===== config.mk =====
export PLATFORM = sky130hd
export DESIGN_NAME = bin_to_bcd
export DESIGN_NICKNAME = d
export VERILOG_FILES = /design/src/rtl/bin_to_bcd.sv
export SDC_FILE = /design/constraint.sdc
export NUM_CORES = 1
export LEC_CHECK = 0
export BUFFER_PORTS_ARGS = -buffer_cell sky130_fd_sc_hd__buf_4
export CORE_MARGIN = 2
export CORE_UTILIZATION = 53
export CTS_BUF_LIST = sky130_fd_sc_hd__clkbuf_4
export DETAILED_ROUTE_END_ITERATION = 8
export GPL_TIMING_DRIVEN = 0
export PLACE_DENSITY = 0.85
export REMOVE_ABC_BUFFERS = 1
export SLEW_MARGIN = 10
export SYNTH_ARGS = -nofsm -noshare
export SYNTH_HDL_FRONTEND = slang
export SYNTH_SLANG_ARGS = --single-unit

===== constraint.sdc =====
create_clock -name clk -period 1.66 [get_ports clk]
set_clock_uncertainty 0.15 [all_clocks]
set_input_delay 0.249 -clock clk [delete_from_list [all_inputs] [get_ports clk]]
set_output_delay 0.249 -clock clk [all_outputs]
set_load 0.01 [all_outputs]

===== src/rtl/bin_to_bcd.sv =====
// Sequential double-dabble binary-to-BCD converter: one bit per clock,
// BIN_W shift cycles per conversion, saturating to all nines on overflow.
//
// state | meaning
// IDLE  | waiting for start; bcd/ovf hold the last result
// SHIFT | add-3 adjust then shift, one input bit per clock
module bin_to_bcd #(
  parameter int BIN_W  = 14,
  parameter int DIGITS = 4
) (
  input  logic                  clk,
  input  logic                  rst,
  input  logic [BIN_W-1:0]      bin,
  input  logic                  start,
  output logic                  busy,
  output logic                  done,
  output logic [4*DIGITS-1:0]   bcd,
  output logic                  ovf
);

  localparam int SCR_W = 4*DIGITS + 4;
  localparam int CNT_W = $clog2(BIN_W + 1);
  localparam longint unsigned MAX_VAL = 64'(10**DIGITS) - 64'd1;

  typedef enum logic {IDLE, SHIFT} state_t;

  state_t                 state_q, state_d;
  logic [BIN_W-1:0]       shift_q, shift_d;
  logic [SCR_W-1:0]       scratch_q, scratch_d;
  logic [CNT_W-1:0]       cnt_q, cnt_d;
  logic                   ovf_pend_q, ovf_pend_d;
  logic [4*DIGITS-1:0]    bcd_q, bcd_d;
  logic                   ovf_q, ovf_d;
  logic                   done_q, done_d;

  logic [SCR_W-1:0]       scratch_adj;
  logic [SCR_W+BIN_W-1:0] shifted;

  always_comb begin
    scratch_adj = scratch_q;
    for (int i = 0; i < SCR_W/4; i++) begin
      if (scratch_q[4*i +: 4] >= 4'd5)
        scratch_adj[4*i +: 4] = scratch_q[4*i +: 4] + 4'd3;
    end
    shifted = {scratch_adj, shift_q} << 1;
  end

  always_comb begin
    state_d    = state_q;
    shift_d    = shift_q;
    scratch_d  = scratch_q;
    cnt_d      = cnt_q;
    ovf_pend_d = ovf_pend_q;
    bcd_d      = bcd_q;
    ovf_d      = ovf_q;
    done_d     = 1'b0;
    unique case (state_q)
      IDLE: begin
        if (start) begin
          shift_d    = bin;
          scratch_d  = '0;
          cnt_d      = CNT_W'(BIN_W);
          ovf_pend_d = 64'(bin) > MAX_VAL;
          state_d    = SHIFT;
        end
      end
      SHIFT: begin
        scratch_d = shifted[SCR_W+BIN_W-1:BIN_W];
        shift_d   = shifted[BIN_W-1:0];
        cnt_d     = cnt_q - CNT_W'(1);
        // Last shift: the freshly shifted scratch is the final BCD value.
        if (cnt_q == CNT_W'(1)) begin
          bcd_d   = ovf_pend_q ? {DIGITS{4'd9}} : shifted[BIN_W +: 4*DIGITS];
          ovf_d   = ovf_pend_q;
          done_d  = 1'b1;
          state_d = IDLE;
        end
      end
      default: state_d = IDLE;
    endcase
  end

  always_ff @(posedge clk or posedge rst) begin
    if (rst) begin
      state_q    <= IDLE;
      shift_q    <= '0;
      scratch_q  <= '0;
      cnt_q      <= '0;
      ovf_pend_q <= 1'b0;
      bcd_q      <= '0;
      ovf_q      <= 1'b0;
      done_q     <= 1'b0;
    end else begin
      state_q    <= state_d;
      shift_q    <= shift_d;
      scratch_q  <= scratch_d;
      cnt_q      <= cnt_d;
      ovf_pend_q <= ovf_pend_d;
      bcd_q      <= bcd_d;
      ovf_q      <= ovf_d;
      done_q     <= done_d;
    end
  end

  assign busy = (state_q == SHIFT);
  assign done = done_q;
  assign bcd  = bcd_q;
  assign ovf  = ovf_q;

endmodule


== Word-level counts from Yosys, hierarchy flattened ==
Index checks and enable logic that the tools add are counted.

* Reductions and logical operators: 2
* Magnitude comparators: 6
* Equal/unequal tests: 2
* Bitwise gates (word level): 1
* Multiply operators: 0
* Add/subtract/negate cells: 6
* Muxes and demuxes: 17
* Shifts and indexed selects: 0
* Div/mod/pow operators: 0

{| class="wikitable"
|+ Operator list
! operator !! count
|-
| 20-bit case mux with 2 select lines || 1
|-
| 14-bit case mux with 2 select lines || 1
|-
| 4-bit by 3-bit >= comparator with 1-bit output (second input constant) || 5
|-
| 20-bit two-way mux || 1
|-
| 4-bit two-way mux || 5
|-
| 4-bit by 2-bit adder with 4-bit output (second input constant) || 4
|-
| 16-bit two-way mux || 1
|-
| 14-bit greater-than comparator (second input constant) || 1
|-
| 14-bit two-way mux || 1
|-
| 4-bit case mux with 2 select lines || 1
|-
| 4-bit by 1-bit == test with 1-bit output (second input constant) || 1
|-
| 1-bit two-way mux || 4
|-
| 2-bit AND reduction || 2
|-
| 4-bit by 1-bit subtractor with 4-bit output (second input constant) || 1
|-
| 3-bit by 2-bit adder with 3-bit output (second input constant) || 1
|-
| 3-bit two-way mux || 1
|-
| 2-bit != test (second input constant) || 1
|-
| 1-bit case mux with 2 select lines || 1
|-
| 1-bit inverter || 1
|}

* Input port bits: 17
* Memories kept: 0
* Bits in registers: 58
* Output and inout bits: 19
* Bits in read-only memories: 0
* Latch bits: 0
* RAM bits: 0

== Logic depth before layout (Yosys ltp) ==
Gate-level depths: netlist (run 1).

* Depth in word-level cells: 3
* Gate-level depth with buffers: 7
* Gate-level depth less buffers: 6

== Least setup slack after synthesis (run 1) ==
No wires, ideal clock.

* Path type: register to register
* Start point: register scratch_q[4]
* End point: register scratch_q[6]
* Path slack: 0.126 ns
* Stages on the path, launching flop included: 6
* Data arrival time: 1.263 ns
* Period minus slack after synthesis: 1.534 ns
* Data required time: 1.389 ns
* Path through: dfrtp_1 -> ha_1 -> nand2b_2 -> a21oi_2 -> mux2i_1 -> a22o_1

* Word-level cells in the longest chain between the ends: 3
* Elaborated cells on any way between the ends: 4

{| class="wikitable"
|+ RTL lines
! what !! RTL line !! source
|-
| start: declaration || 29 || <nowiki>logic [SCR_W-1:0] scratch_q, scratch_d;</nowiki>
|-
| start signal: assignment || 96 || <nowiki>scratch_q <= scratch_d;</nowiki>
|-
| 4-bit by 2-bit adder with 4-bit output / 4-bit by 3-bit >= comparator with 1-bit output (equally long branches) || 43, 42 ||
|-
| 4-bit two-way mux (*) || 42 || <nowiki>if (scratch_q[4*i +: 4] >= 4'd5)</nowiki>
|-
| 20-bit case mux with 2 select lines (*) || 57 || <nowiki>unique case (state_q)</nowiki>
|}

Every way passes the cells marked *; elsewhere a longest branch is shown, timed or not.
A chain may end at the register's enable or synchronous reset.

== Worst setup path after layout (run 1) ==
* Start point: register scratch_q[4]
* End point: register bcd_q[8], in the netlist bcd[8]

* Word-level cells in the longest chain between the ends: 3
* Elaborated cells on any way between the ends: 4

{| class="wikitable"
|+ RTL lines
! what !! RTL line !! source
|-
| 4-bit by 2-bit adder with 4-bit output / 4-bit by 3-bit >= comparator with 1-bit output (equally long branches) || 43, 42 ||
|-
| 4-bit two-way mux (*) || 42 ||
|-
| 16-bit two-way mux (*) || 73 || <nowiki>bcd_d = ovf_pend_q ? {DIGITS{4'd9}} : shifted[BIN_W +: 4*DIGITS];</nowiki>
|-
| end signal: assignment || 90 || <nowiki>bcd_q <= '0;</nowiki>
|-
| end signal: assignment || 99 || <nowiki>bcd_q <= bcd_d;</nowiki>
|-
| end: declaration || 32 || <nowiki>logic [4*DIGITS-1:0] bcd_q, bcd_d;</nowiki>
|}

Marks and branches as above.

==> results of run 1 <==
-- cell usage in the layout, fill, tap and decap left out, types with 4 or more instances in the layout --
| master | Yosys | layout |
|---|---|---|
| a21o_1 | 5 | 5 |
| a21oi_1 | 15 | 15 |
| a22o_1 | 10 | 10 |
| a31oi_1 | 4 | 4 |
| buf_4 | 4 | 50 |
| clkbuf_4 | 0 | 6 |
| dfrtp_1 | 54 | 53 |
| ha_1 | 10 | 6 |
| inv_1 | 13 | 7 |
| inv_2 | 1 | 6 |
| mux2i_1 | 20 | 18 |
| nand2_1 | 30 | 30 |
| nor2_1 | 16 | 15 |
| nor3_1 | 5 | 5 |
| nor3b_1 | 7 | 7 |
| o21ai_0 | 20 | 20 |
| xnor2_1 | 4 | 4 |
-- per-stage QoR --
step                      worst slack [ps]  hold WS, ps  setup TNS [ps]  power [W]
after CTS                             1.87         7.63               0    0.00575
after global placement               -1700          313          -89350    0.00472
final                                 20.9         31.7               0    0.00608
after detailed placement              -822          208          -10680    0.00491
after global routing                -0.588         15.2          -0.588    0.00653
after floorplan                       -829          185          -24140    0.00407
-- how the worst max path moves through the flow --
stage	from	to	slack, ps	depth (start not counted)
finish	scratch_q[4]	bcd[8]	20	6
global route	scratch_q[8]	scratch_q[10]	-0.6	5
CTS	scratch_q[5]	scratch_q[6]	2	6
detailed placement	busy	bcd[14]	-820	4
global placement	busy	bcd[14]	-1700	3
floorplan	busy	bcd[14]	-830	3
-- layout make-up --
cell class / instances / area, µm² / area share [%]
tap: 67 / 83.8 / 2.55
multi-input combinational: 171 / 1250 / 38.2
timing repair buffer: 57 / 482 / 14.7
clock inverter: 2 / 8.76 / 0.267
sequential: 54 / 1360 / 41.3
clock buffer: 6 / 45.0 / 1.37
inverter: 14 / 53.8 / 1.64
-- cell families after synthesis --
logic type               count (synthesis)  synth area share (%)
adder cells (fa/ha/maj)                 10                  4.77
flip-flops                              54                  51.6
multiplexers                            21                  8.07
buffers and inverters                   27                  4.77
XOR/XNOR                                 4                  1.34
AO/OA/AOI/OAI                           65                  16.1
AND/OR/NAND/NOR                         71                  13.4
-- power by group --
group | switching, W | internal (W)
Sequential | 0.000504 | 0.00188
Combinational | 0.00146 | 0.00165
Clock | 0.000400 | 0.000177
-- synth_stat cells (3+ instances only) --
master / count
a21oi_1: 15
o21ai_0: 20
nand3_1: 3
nand2b_1: 5
nor2_1: 16
inv_1: 13
a22o_1: 10
nor3b_1: 7
buf_2: 7
a21o_1: 5
buf_4: 4
xnor2_1: 4
a31oi_1: 4
ha_1: 10
dfrtp_1: 54
nand2_1: 30
mux2i_1: 20
nor3_1: 5
a21oi_2: 4
-- state kept, by name, indices dropped and copies added (netlist names) --
name and count:
bcd 16, busy 1, cnt_q 4, done 1
ovf 1, ovf_pend_q 1, scratch_q 16, shift_q 14
-- worst register-to-register path: stages (launching register included) --
cell	delay, ps
dfrtp_1	440
inv_1	120
ha_4	180
nand2b_4	70
nor3b_1	130
a21oi_1	290
a21oi_1	150
-- timing repair --
item / CTS / global route
hold endpoints to repair: 27 / 0
pin swaps: 4 / 7
setup buffers: 14 / 2
endpoints found under the setup margin: 29 / 19
hold buffers: 3 / 0
cloned: 0 / 1
gates resized for setup: 12 / 16
-- metal layers --
metal / routed length [µm] / track usage [%] / up-vias
met2: 2940 / 37.7 / 61
met4: 59 / 7.74 / 0
met1: 2490 / 27.3 / 1033
met5: 0 / 0 / -
li1: - / - / 977
met3: 256 / 5.01 / 4
==> impl_metrics.ini, run 1 <==
[finish]
post-route-cell-area_um2 = 3280
fin_cells = 371
syn2layout_area_growth_pct = 25.2
final_util_pct = 69.0
num_antenna_cells = 0
fillers = 385
fin_nets = 330
drive_gt1_share_pct = 28.9

[synth]
synth_top_area_share_pct = 51.6
netlist_area_um2 = 2620
ys_ff_latch = 54
synth.avg_cell_area_um2 = 10.4
synth_cells = 252
yosys.area.top_type = dfrtp_1
synth.area.top_cells = dfrtp_1 52%, mux2i_1 7.6%, ha_1 4.8%, nand2_1 4.3%, o21ai_0 3.8%
synth_edf_count = 0
yosysWarningCount = 0
synth_flop_cell = dfrtp_1
synth_cell_type_count = 32
ys_seq_area_share_pct = 51.6
synthArstFlopShare_pct = 100

[critical_path]
crit_buf_inv = 1
reg2regPathDepth = 6
arrival_ps = 1740
path_common_cell = a21oi_1
cp_max_fo = 5
slowest_stage = dfrtp_1
max_stage_delay_ps = 440
reg2reg_to = bcd[8]
ff2ff_setup_slack_ps = 20
critPathKind = flop to flop
crit_required_ps = 1760
path_delay_family = flip-flops
cp-start-kind = flop
path_cells = inv_1 > ha_4 > nand2b_4 > nor3b_1 > a21oi_1 > a21oi_1
reg2reg_from = scratch_q[4]
critPathCaptureType = flop

[min_path]
hp-class = primary input to flop
hp-start = bin[3]
hold_depth = 3
hold_path_end = shift_q[3]

[routing]
drt_first_pass_iters = 4
vias_per_cell = 5.59
wl_per_cell_um = 15.5
wirelength_um = 5740
ant_nets = 0
dr.first_iter.drc_count = 120
remaining_drc_errors = 0
dr_total_vias = 2075

[timing]
tightest_slew_ps = 571
period_share_pct = 98.7
final_max_slew_viol_count = 0
hold_viol_final = 0
fin_crit_ps = 1640
fmax_mhz = 610
setup_viol = 0
relSlewSlack_pct = 61.9

[floorplanning]
start_util_pct = 55.1
die-area_um2 = 5520
die_height_um = 74.3
die_w_um = 74.3
ios = 36
rows = 25
coreArea_um2 = 4750

[cts]
ctsLongestPathBuffers = 2
insertion_delay_ps = 370
clkSinkCount = 54
htreeDepth = 2
cts_tree = yes
cts_made_buffers = 5
clock_tree.root_cell = clkbuf_4
clk_pin_slew_ps = 150

[place]
port_buffers = 35
hpwl_um = 3570
placed_area_um2 = 2940
dp_cells = 343
place_congestion = 0.745

[run_status]
status = finished clean

[global_route]
grt_max_degree = 45
first_global_vias = 2007
grt.total_usage_pct = 21.9
grt-ovfl-total = 0
grt_pass1_wl_um = 9080
antenna_found_initial = 0

[pwr]
power_per_cell_area_nw_per_um2 = 1850
p_leak_nw = 1.57
peakVddDrop_mv = 0.780

[job]
cap_viol_max_count = 0
Note: power is estimated with default switching activity, not from simulation.
==> inputs of run 2 (changes only) <==
--- a/config.mk
+++ b/config.mk
@@ -12,6 +12,7 @@
 export DETAILED_ROUTE_END_ITERATION = 8
 export GPL_TIMING_DRIVEN = 0
 export PLACE_DENSITY = 0.85
+export RECOVER_POWER = 50
 export REMOVE_ABC_BUFFERS = 1
 export SLEW_MARGIN = 10
 export SYNTH_ARGS = -nofsm -noshare
==> run 2 against run 1 <==
  * Die area stayed put
  * Register-to-register slack better by 20 ps
  * Critical path type unchanged
  * Combinational power is 1% lower
  * Sequential share of layout area is 0.33 points higher
  * Maximum frequency is 0.98% higher
  * Via count is 0.34% higher
  * Design area is 0.80% lower
  * Non-clock buffer count stayed put
==> impl_metrics.ini, run 2 (synthesized netlist as in run 1, its figures left out) <==
[timing]
final_max_slew_viol_count = 0
tightest_slew_ps = 571
fin_crit_ps = 1620
fmax_mhz = 616
setup_viol = 0
hold_viol_final = 0
relSlewSlack_pct = 61.9
period_share_pct = 97.8

[finish]
post-route-cell-area_um2 = 3260
final_common_cell = dfrtp_1
fin_nets = 330
fin_cells = 371
num_antenna_cells = 0
final_cell_mix = 53 x dfrtp_1, 47 x buf_4, 30 x nand2_1
final_util_pct = 68.5
syn2layout_area_growth_pct = 24.2
drive_gt1_share_pct = 28.6

[routing]
drt_first_pass_iters = 5
ant_nets = 0
dr_total_vias = 2082
vias_per_cell = 5.61
dr.first_iter.drc_count = 126
remaining_drc_errors = 0
wirelength_um = 5740
wl_per_cell_um = 15.5

[critical_path]
path_common_cell = a21oi_1
cp_max_fo = 5
cp-start-kind = flop
critPathKind = flop to flop
slowest_stage = dfrtp_1
path_cells = inv_1 > ha_4 > nand2b_4 > nor3b_1 > a21oi_1 > a21oi_1
crit_required_ps = 1760
arrival_ps = 1730
reg2reg_from = scratch_q[4]
critPathCaptureType = flop
reg2regPathDepth = 6
critPathLaunch = scratch_q[4]
max_stage_delay_ps = 440

[floorplanning]
ios = 36
rows = 25
die-area_um2 = 5520
die_w_um = 74.3
coreArea_um2 = 4750
die_height_um = 74.3
start_util_pct = 55.1

[min_path]
hp-class = primary input to flop
hp-start = bin[11]
hold_depth = 3

[place]
dp_cells = 343
hpwl_um = 3570
place_congestion = 0.745
placed_area_um2 = 2940
port_buffers = 35

[pwr]
p_sw_w = 0.00236
pwr-share-clk_pct = 9.5
seq_power_share_pct = 39.5
p_sw_share_pct = 39.1
peakVddDrop_mv = 0.779
intPower_w = 0.00367
p_leak_nw = 1.55
comb_power_share_pct = 50.9
power_per_cell_area_nw_per_um2 = 1850

[global_route]
grt_max_degree = 45
first_global_vias = 2007
grt-ovfl-total = 0
antenna_found_initial = 0
grt_pass1_wl_um = 9080
grt.total_usage_pct = 21.9

[cts]
cts_tree = yes
ctsLongestPathBuffers = 2
cts_made_buffers = 5
clkSinkCount = 54
clock_tree.root_cell = clkbuf_4
clk_pin_slew_ps = 140
htreeDepth = 2
insertion_delay_ps = 370

[job]
cap_viol_max_count = 0

[run_status]
status = finished clean
-- run 2: through the flow --
| stage | setup slack [ps] | total power [W] | TNS [ps] | hold WS (ps) |
|---|---|---|---|---|
| CTS | 1.87 | 0.00575 | 0 | 7.63 |
| finish | 36.9 | 0.00604 | 0 | 32.9 |
| detailed placement | -822 | 0.00491 | -10680 | 208 |
| floorplan | -829 | 0.00407 | -24140 | 185 |
| global route | -0.588 | 0.00649 | -0.588 | 15.2 |
| global placement | -1700 | 0.00472 | -89350 | 313 |
-- run 2: cell type report --
class	instances	area [µm²]
Fill cell	390	1500
Inverter	14	53.8
Sequential cell	54	1360
Multi-Input combinational cell	171	1250
Tap cell	67	83.8
Clock inverter	2	8.76
Timing Repair Buffer	57	455
Clock buffer	6	45.0
-- run 2: worst paths after layout --
kind | slack, ps | to
worst max-delay path | 40 | bcd[8]
worst min-delay path | 30 | shift_q[11]
worst max register to register | 40 | bcd[8]
worst min register to register | 360 | shift_q[9]
max in group asynchronous | 470 | busy
min in group asynchronous | 330 | shift_q[5]
-- run 2: worst max-delay path, delay by kind of cell (launching register included) --
family,cells,cell delay [ps]
compound gates,2,420
fa+ha+maj,1,180
buf+inv,1,120
flops,1,440
simple gates,2,200
-- run 2: power by group through the flow --
stage / Clock (W) / Combinational (W) / Sequential (W)
floorplan: 0 / 0.00164 / 0.00243
global placement: 0 / 0.00228 / 0.00244
detailed placement: 0 / 0.00250 / 0.00241
CTS: 0.000595 / 0.00280 / 0.00235
global route: 0.000650 / 0.00339 / 0.00246
finish: 0.000577 / 0.00307 / 0.00239
-- run 2: layer usage --
metal / vias up / share of wire, % / global-route usage, %
met3: 6 / 4.5 / 5.01
met5: - / 0 / 0
met1: 1036 / 43 / 27.3
li1: 977 / - / -
met2: 63 / 51 / 37.7
met4: 0 / 1.3 / 7.74
-- run 2: what timing repair did --
item	in CTS	in global routing
gates resized for setup	12	16
endpoints found under the setup margin	29	19
setup buffers	14	2
pin swaps	4	7
gates cloned	0	1
hold buffers	3	0
hold endpoints to repair	27	0
==> inputs of run 3 (changes only) <==
--- a/config.mk
+++ b/config.mk
@@ -5,13 +5,13 @@
 export SDC_FILE = /design/constraint.sdc
 export NUM_CORES = 1
 export LEC_CHECK = 0
-export BUFFER_PORTS_ARGS = -buffer_cell sky130_fd_sc_hd__buf_4
 export CORE_MARGIN = 2
-export CORE_UTILIZATION = 53
+export CORE_UTILIZATION = 59
 export CTS_BUF_LIST = sky130_fd_sc_hd__clkbuf_4
 export DETAILED_ROUTE_END_ITERATION = 8
+export DONT_BUFFER_PORTS = 1
 export GPL_TIMING_DRIVEN = 0
-export PLACE_DENSITY = 0.85
+export PLACE_DENSITY = 0.86
 export RECOVER_POWER = 50
 export REMOVE_ABC_BUFFERS = 1
 export SLEW_MARGIN = 10
==> run 3 against run 2 <==
  * Hold slack worse by 23 ps
  * Global-route usage increased by 1.2 points
  * Die area shrank 9.6%
  * Non-clock buffer count down 23
  * First-iteration DRC count down 7.9%
  * Via count shrank 2.3%
  * Sequential cell count is the same
  * Critical path type unchanged
  * Largest cell class unchanged
==> impl_metrics.ini, run 3 (synthesized netlist as in run 1, its figures left out) <==
[run_status]
status = finished clean

[critical_path]
reg2regPathDepth = 6
reg2reg_from = scratch_q[4]
arrival_ps = 1820
critPathKind = flop to flop
ff2ff_setup_slack_ps = 2
cp-start-kind = flop
crit_required_ps = 1830
critPathLaunch = scratch_q[4]
reg2reg_to = scratch_q[6]
cp_max_fo = 5
critPathCaptureType = flop

[place]
place_congestion = 0.765
hpwl_um = 3310
dp_cells = 293
placed_area_um2 = 2660
port_buffers = 0

[global_route]
antenna_found_initial = 0
grt-ovfl-total = 0
grt.total_usage_pct = 23.2
grt_max_degree = 51
first_global_vias = 1946
grt_pass1_wl_um = 9090

[pwr]
peakVddDrop_mv = 0.994
p_leak_nw = 1.44
total_power_w = 0.00585
power_per_cell_area_nw_per_um2 = 1850

[timing]
period_share_pct = 99.9
setup_viol = 0
relSlewSlack_pct = 39.5
fin_crit_ps = 1660
rsz0062_at_grt = yes
hold_viol_final = 0
final_max_slew_viol_count = 0
tns_ps = 0
fmax_mhz = 603
whs_ps = 10.1
tightest_slew_ps = 906

[floorplanning]
start_util_pct = 60.6
ios = 36
rows = 24
coreArea_um2 = 4320
die-area_um2 = 4990
die_height_um = 70.7
die_w_um = 70.7

[min_path]
hp-start = start
hold_depth = 2
hp-class = primary input to flop
hold_path_end = scratch_q[0]

[cts]
cts_tree = yes
clkSinkCount = 54
htreeDepth = 2
insertion_delay_ps = 370
ctsLongestPathBuffers = 2
clock_tree.root_cell = clkbuf_4
cts_made_buffers = 5
clk_pin_slew_ps = 150

[finish]
drive_gt1_share_pct = 21.0
num_antenna_cells = 0
fillers = 305
syn2layout_area_growth_pct = 20.5
final_cell_mix = 52 x dfrtp_1, 30 x nand2_1, 20 x o21ai_0
final_common_cell = dfrtp_1
regArea_um2 = 1350
fin_nets = 307
multi_input_area_um2 = 1280
fin_cells = 333
post-route-cell-area_um2 = 3160

[routing]
vias_per_cell = 6.11
dr.first_iter.drc_count = 116
ant_nets = 0
remaining_drc_errors = 0
wirelength_um = 5760
dr_total_vias = 2035
wl_per_cell_um = 17.3
drt_first_pass_iters = 4

[job]
cap_viol_max_count = 0
## run 3: cell count changes in the layout (fill, tap and decap cells not counted), sizes merged
cell         delta
buf            -32
dlygate4sd3    +13
clkbuf          -4
## run 3: area by class of cell
class                      count  share of cell area, %
multi-input combinational    171                   40.6
timing repair buffer          34                   11.1
tap                           52                   2.06
sequential                    54                   42.9
clock inverter                 2                  0.277
clock buffer                   6                   1.43
inverter                      14                   1.70
## run 3: how the worst max path moves through the flow
stage               cells after the start      endpoint  slack [ps]
global placement                        3       bcd[14]       -1690
detailed placement                      4       bcd[14]        -710
global route                            6  scratch_q[6]         -50
floorplan                               3       bcd[14]        -830
CTS                                     7        bcd[9]           5
finish                                  6  scratch_q[6]           2
## run 3: repair_timing
item / in CTS / in global routing
hold endpoints to repair: 47 / 0
setup endpoints to repair: 28 / 24
hold buffers: 17 / 0
pin swaps: 2 / 11
buffers inserted: 9 / 6
resized for setup: 10 / 26
## run 3: power by group
| group | leakage, nW | internal, W | total (W) | switching (W) |
|---|---|---|---|---|
| Combinational | 0.731 | 0.00143 | 0.00275 | 0.00132 |
| Clock | 0.0331 | 0.000177 | 0.000579 | 0.000403 |
| Sequential | 0.678 | 0.00188 | 0.00252 | 0.000638 |
## run 3: metal layers
| metal | up-vias | global-route usage (%) | wire, µm |
|---|---|---|---|
| li1 | 937 | - | - |
| met5 | - | 0 | 0 |
| met2 | 65 | 41.0 | 3080 |
| met3 | 9 | 4.84 | 289 |
| met4 | 0 | 6.08 | 74 |
| met1 | 1024 | 29.1 | 2310 |
## run 3: worst max-delay path, cell delays in order (launching register included)
cell and delay (ps):
dfrtp_1 440, inv_1 110, ha_4 180, nand2b_4 70, a21oi_4 190, mux2i_2 280
a22o_1 180
## run 3: metrics by stage
step | setup WS (ps) | util, %
detailed placement | -713 | 61.4
floorplan | -829 | -
finish | 1.95 | 73.0
CTS | 4.53 | 69.4
global route | -48.8 | 73.0
global placement | -1690 | 60.4
